===== src/rtl/perf_stat_ctrl_pkg.sv =====
// perf_stat_ctrl_pkg: shared run-state encoding and counter index constants.
package perf_stat_ctrl_pkg;

    typedef enum logic [1:0] {
        IDLE   = 2'd0,
        RUN    = 2'd1,
        HALTED = 2'd2
    } state_e;

    localparam int CNT_CYCLE  = 0;
    localparam int CNT_JUMP   = 1;
    localparam int CNT_BRANCH = 2;
    localparam int CNT_STALL  = 3;

endpackage


===== src/rtl/perf_stat_ctrl_sat_event_counter.sv =====
// sat_event_counter: saturating event counter with sticky overflow flag.
//   clk, rst_n : clock, async active-low reset
//   clear      : zero value and ovf, wins over inc
//   inc        : increment request
//   value      : current count, holds at all-ones
//   ovf        : set by an increment attempt at all-ones
module sat_event_counter #(
    parameter int DATA_BITS = 32
) (
    input  logic                 clk,
    input  logic                 rst_n,
    input  logic                 clear,
    input  logic                 inc,
    output logic [DATA_BITS-1:0] value,
    output logic                 ovf
);

    logic [DATA_BITS-1:0] value_q;
    logic                 ovf_q;

    always_ff @(posedge clk or negedge rst_n) begin
        if (!rst_n) begin
            value_q <= '0;
            ovf_q   <= 1'b0;
        end else if (clear) begin
            value_q <= '0;
            ovf_q   <= 1'b0;
        end else if (inc) begin
            if (&value_q) ovf_q <= 1'b1;
            else          value_q <= value_q + 1'b1;
        end
    end

    assign value = value_q;
    assign ovf   = ovf_q;

endmodule


===== src/rtl/perf_stat_ctrl.sv =====
// perf_stat_ctrl: run/halt gated performance counters with registered display read port.
//   start/halt/resume : run-state control (IDLE -> RUN <-> HALTED)
//   clear             : zero counters and overflow flags, state untouched
//   evt_*             : per-cycle event strobes, counted only in RUN
//   auto_scan, rd_sel : timed rotation or manual select of the displayed counter
//   rd_idx, rd_data   : registered index and value of the displayed counter
//   running, halted   : decoded run state
//   ovf               : sticky saturation flags per counter
module perf_stat_ctrl
    import perf_stat_ctrl_pkg::*;
#(
    parameter int DATA_BITS   = 32,
    parameter int SCAN_BITS   = 16,
    parameter int SCAN_PERIOD = 50000
) (
    input  logic                 clk,
    input  logic                 rst_n,
    input  logic                 start,
    input  logic                 halt,
    input  logic                 resume,
    input  logic                 clear,
    input  logic                 evt_jump,
    input  logic                 evt_branch,
    input  logic                 evt_stall,
    input  logic                 auto_scan,
    input  logic [1:0]           rd_sel,
    output logic [1:0]           rd_idx,
    output logic [DATA_BITS-1:0] rd_data,
    output logic                 running,
    output logic                 halted,
    output logic [3:0]           ovf
);

    state_e               state_q, state_d;
    logic [SCAN_BITS-1:0] scan_q, scan_d;
    logic [1:0]           rd_idx_q, rd_idx_d;
    logic [DATA_BITS-1:0] rd_data_q;
    logic [3:0]           inc;
    logic [DATA_BITS-1:0] cnt [4];
    logic                 scan_wrap;

    always_comb begin
        state_d = (state_q == IDLE   && start)            ? RUN    :
                  (state_q == RUN    && halt)             ? HALTED :
                  (state_q == HALTED && (resume || start)) ? RUN    : state_q;
    end

    // Counting is gated on the current state, so the halt cycle itself still counts.
    always_comb begin
        inc             = '0;
        inc[CNT_CYCLE]  = state_q == RUN;
        inc[CNT_JUMP]   = state_q == RUN && evt_jump;
        inc[CNT_BRANCH] = state_q == RUN && evt_branch;
        inc[CNT_STALL]  = state_q == RUN && evt_stall;
    end

    genvar i;
    for (i = 0; i < 4; i++) begin : g_cnt
        sat_event_counter #(.DATA_BITS(DATA_BITS)) u_cnt (
            .clk   (clk),
            .rst_n (rst_n),
            .clear (clear),
            .inc   (inc[i]),
            .value (cnt[i]),
            .ovf   (ovf[i])
        );
    end

    // Timer sits at 0 while manual, so a rising auto_scan always starts a full period.
    assign scan_wrap = auto_scan && scan_q == SCAN_BITS'(SCAN_PERIOD - 1);

    always_comb begin
        scan_d   = (!auto_scan || scan_wrap) ? '0 : scan_q + 1'b1;
        rd_idx_d = !auto_scan ? rd_sel : scan_wrap ? rd_idx_q + 2'd1 : rd_idx_q;
    end

    always_ff @(posedge clk or negedge rst_n) begin
        if (!rst_n) begin
            state_q   <= IDLE;
            scan_q    <= '0;
            rd_idx_q  <= '0;
            rd_data_q <= '0;
        end else begin
            state_q   <= state_d;
            scan_q    <= scan_d;
            rd_idx_q  <= rd_idx_d;
            rd_data_q <= cnt[rd_idx_q];
        end
    end

    assign rd_idx  = rd_idx_q;
    assign rd_data = rd_data_q;
    assign running = state_q == RUN;
    assign halted  = state_q == HALTED;

endmodule


===== config.mk =====
export PLATFORM = sky130hd
export DESIGN_NAME = perf_stat_ctrl
export DESIGN_NICKNAME = d
export VERILOG_FILES = /design/src/rtl/perf_stat_ctrl_pkg.sv /design/src/rtl/perf_stat_ctrl_sat_event_counter.sv /design/src/rtl/perf_stat_ctrl.sv
export SDC_FILE = /design/constraint.sdc
export NUM_CORES = 1
export LEC_CHECK = 0
export CAP_MARGIN = 20
export CORE_ASPECT_RATIO = 1.2
export CORE_MARGIN = 1.5
export CORE_UTILIZATION = 40
export DETAILED_ROUTE_END_ITERATION = 10
export GPL_TIMING_DRIVEN = 0
export PLACE_DENSITY = 0.55
export SKIP_LAST_GASP = 1
export SLEW_MARGIN = 30
export SYNTH_ARGS = -nofsm -noshare
export SYNTH_HDL_FRONTEND = slang
export SYNTH_SLANG_ARGS = --single-unit

===== constraint.sdc =====
create_clock -name clk -period 2.5 [get_ports clk]
set_input_delay 0.25 -clock clk [delete_from_list [all_inputs] [get_ports clk]]
set_output_delay 0.25 -clock clk [all_outputs]
set_load 0.02 [all_outputs]

==> results.toml <==
[run_status]
status = "completed"

[power_and_ir_drop]
combPwrFrac = 0.049
ir_worst_vdd_mv = 0.431
p_sw_frac = 0.257
pwr-share-clk = 0.445
internal_power_w = 0.00439
leakage_nw = 4.48
p_sw_w = 0.00152
pwr-share-seq = 0.506
cellPowerDensity_mw_per_mm2 = 507

[setup_path]
path_max_fanout = 8
cp_cell_sequence = "nand2b_1 -> clkinv_1 -> clkdlybuf4s50_1"
crit_type = "reg2out"
cp.required_ps = 2250
critPathMaxStageDelay_ps = 660
crit_buf_inv = 2
path_delay_family = "buffers and inverters"
worstSetupEndpointType = "output pin"
crit_slowest_cell = "clkdlybuf4s50_1"
critPathArrivalTime_ps = 2240
crit_path_start_kind = "flip-flop"

[logic_synthesis]
synth_nets = 999
synth_area_per_cell_um2 = 10.1
synth_edf_count = 0
synth_seq_area_share = 0.463
async_reset_ff_frac = 1.00
netlist_area_mm2 = 0.00994
ys_top_cells_by_count = "dfrtp_1 (184), a21oi_1 (96), nor2_1 (67)"
yosysMostFrequentCell = "dfrtp_1"
synthTopCellsByArea = "dfrtp_1 (46%), mux4_2 (7.0%), a21oi_1 (4.8%)"
yosysTopAreaCellShare = 0.463
ys_warn_count = 0
ys_ff_latch = 184
yosysTopAreaCell = "dfrtp_1"
syn_inst = 982
synth_ff_type = "dfrtp_1"
ys_types = 68

[layout]
drive_above_1_share = 0.137
diodes = 0
seq_area_mm2 = 0.00461
multi_input_area_mm2 = 0.00515
nNetsFinal = 1073
fill_cells = 2362
syn_to_final_growth_pct = 17.1

[drt]
first_iter_violations = 640
ant_nets = 0
vias = 8429
routed_wirelength_um = 29800
first_pass_iters = 5
via_per_inst = 6.05
drt-wirelength-per-cell_um = 21.4
drc = 0

[die]
initial_core_util = 0.404
rows = 63
fp.dieW_um = 147
core-area_mm2 = 0.0246
die_y_um = 176
ioPinCount = 52
dieArea_mm2 = 0.0258

[sta]
worst_pin_slew_ps = 966
holdWs_ps = 295
min_period_ps = 2490
clock.fmax_mhz = 402
finalSetupViolations = 0
slew_viol_final = 0
hold_viol = 0
layout_setup_ws_ps = 13.1
slew-limit-headroom = 0.356
finalClockSkew_ps = 12.7
rsz0062_at_grt = "yes"
post-route-period-util = 0.995

[clock_tree]
clkSlewWorstSetupHoldPaths_ps = 70
cts-htree-levels = 4
clkSinkCount = 184
cts_buffer_depth = 2
numCtsBuffers = 17
tritoncts = "built"
clk_latency_ps = 450
root_buffer = "clkbuf_16"

[place]
hpwlAfterDp_um = 21800
place_worst_setup_slack_ps = -163
routabilityCongestion = 0.858
io_buffers = 50

[global_routing]
grt_max_degree = 73
grt.overflow.total = 0
track_usage = 0.237
grt_pass1_wl_um = 46500
antenna_found_initial = 0
grt_pass1_vias = 7967

[job]
max-cap-violations = 0

[hold_path]
hold_class = "in2async"
logic make-up after synthesis:
group           Yosys count  synth area share
compound gates          212             0.125
buf+inv                  60            0.0293
fa+ha+maj                 5           0.00629
xor+xnor                 33            0.0291
flops                   184             0.463
simple gates            439             0.256
mux                      49            0.0915
per-stage QoR:
| step | instance area, µm² | util | std cells | power (W) | setup TNS, ps |
|---|---|---|---|---|---|
| after floorplan | 9940 | - | 982 | 0.00317 | 0 |
| after global placement | 10900 | 0.441 | 1357 | 0.00333 | -1272630 |
| after detailed placement | 10900 | 0.444 | 1359 | 0.00334 | -1920 |
| after CTS | 11500 | 0.468 | 1392 | 0.00597 | -27.5 |
| after global routing | 11600 | 0.473 | 1394 | 0.00612 | -169 |
| final | 11600 | 0.473 | 1394 | 0.00590 | 0 |
worst reg2reg max path: cells and delay by family (launching register included):
family | cells | cell delay [ps]
AO/OA/AOI/OAI | 2 | 450
AND/OR/NAND/NOR | 3 | 1170
flip-flops | 1 | 490
buffers and inverters | 1 | 250
registers in the layout, summed over array words and instances, names as in the netlist:
| signal | cells |
|---|---|
| g_cnt.u_cnt.ovf | 4 |
| g_cnt.u_cnt.value | 128 |
| rd_data | 32 |
| rd_idx | 2 |
| scan_q | 16 |
| state_q | 2 |
cell type report:
| class | instances | share of cell area |
|---|---|---|
| well taps | 325 | 0.0349 |
| flip-flops and latches | 184 | 0.396 |
| inverters | 9 | 0.00290 |
| plain buffers | 47 | 0.0223 |
| repair buffers | 59 | 0.0529 |
| clock inverters | 15 | 0.0121 |
| clock buffers | 17 | 0.0366 |
| multi-input cells | 738 | 0.442 |
what timing repair did:
action | in CTS | in global routing
endpoints found under the hold margin | 44 | 0
pin swaps | 1 | 3
hold buffers | 1 | 0
setup endpoints to repair | 43 | 93
setup buffers | 0 | 6
cloned | 0 | 0
gates resized for setup | 5 | 30
final timing paths:
kind | to | slack (ps) | start | depth (start not counted)
min | g_cnt[1].u_cnt.value[7]$_DFFE_PN0P_ | 300 | rst_n | 2
max | running | 10 | state_q[1]$_DFFE_PN0P_ | 3
min in group clk | state_q[1]$_DFFE_PN0P_ | 370 | halt | 3
min reg2reg | scan_q[0]$_DFF_PN0_ | 460 | scan_q[0]$_DFF_PN0_ | 1
max reg2reg | g_cnt[3].u_cnt.value[25]$_DFFE_PN0P_ | 60 | state_q[1]$_DFFE_PN0P_ | 6
max in group asynchronous | g_cnt[3].u_cnt.value[29]$_DFFE_PN0P_ | 1130 | rst_n | 4
metal layers:
metal	share of wire	vias to the layer above	global-route usage
li1	-	3922	-
met1	0.45	4217	0.324
met2	0.48	244	0.381
met3	0.041	46	0.0322
met4	0.028	0	0.0971
met5	0	-	0
power groups by stage:
stage,Combinational (W),Clock [W],Sequential [W]
after floorplan,0.000127,0,0.00305
after global placement,0.000281,0,0.00305
after detailed placement,0.000294,0,0.00304
after CTS,0.000296,0.00269,0.00299
after global routing,0.000317,0.00281,0.00299
final,0.000288,0.00263,0.00299
cell usage in the layout, fill, tap and decap left out, types with 3 or more instances in the layout:
master / n
o21ai_0: 60
xnor2_1: 17
nand3_1: 53
mux2i_1: 5
inv_8: 4
and3_2: 6
clkbuf_1: 24
nor3_1: 8
mux2_2: 12
clkbuf_2: 7
nor4_4: 3
nor2b_1: 15
o31ai_1: 28
buf_6: 3
buf_4: 13
and2_1: 9
nor2_1: 67
nand3b_1: 5
o21ba_2: 3
dfrtp_1: 179
nor4_2: 3
clkdlybuf4s50_1: 49
and4_1: 19
a21oi_1: 96
a211oi_1: 5
nor4_1: 15
dfrtp_2: 5
inv_1: 8
or3_1: 56
or4_1: 28
clkbuf_16: 17
ha_1: 5
clkinv_4: 7
xor2_1: 16
and3_1: 18
mux4_2: 31
nand4_1: 54
nand2_1: 56
Note: power is estimated with default switching activity, not from simulation.
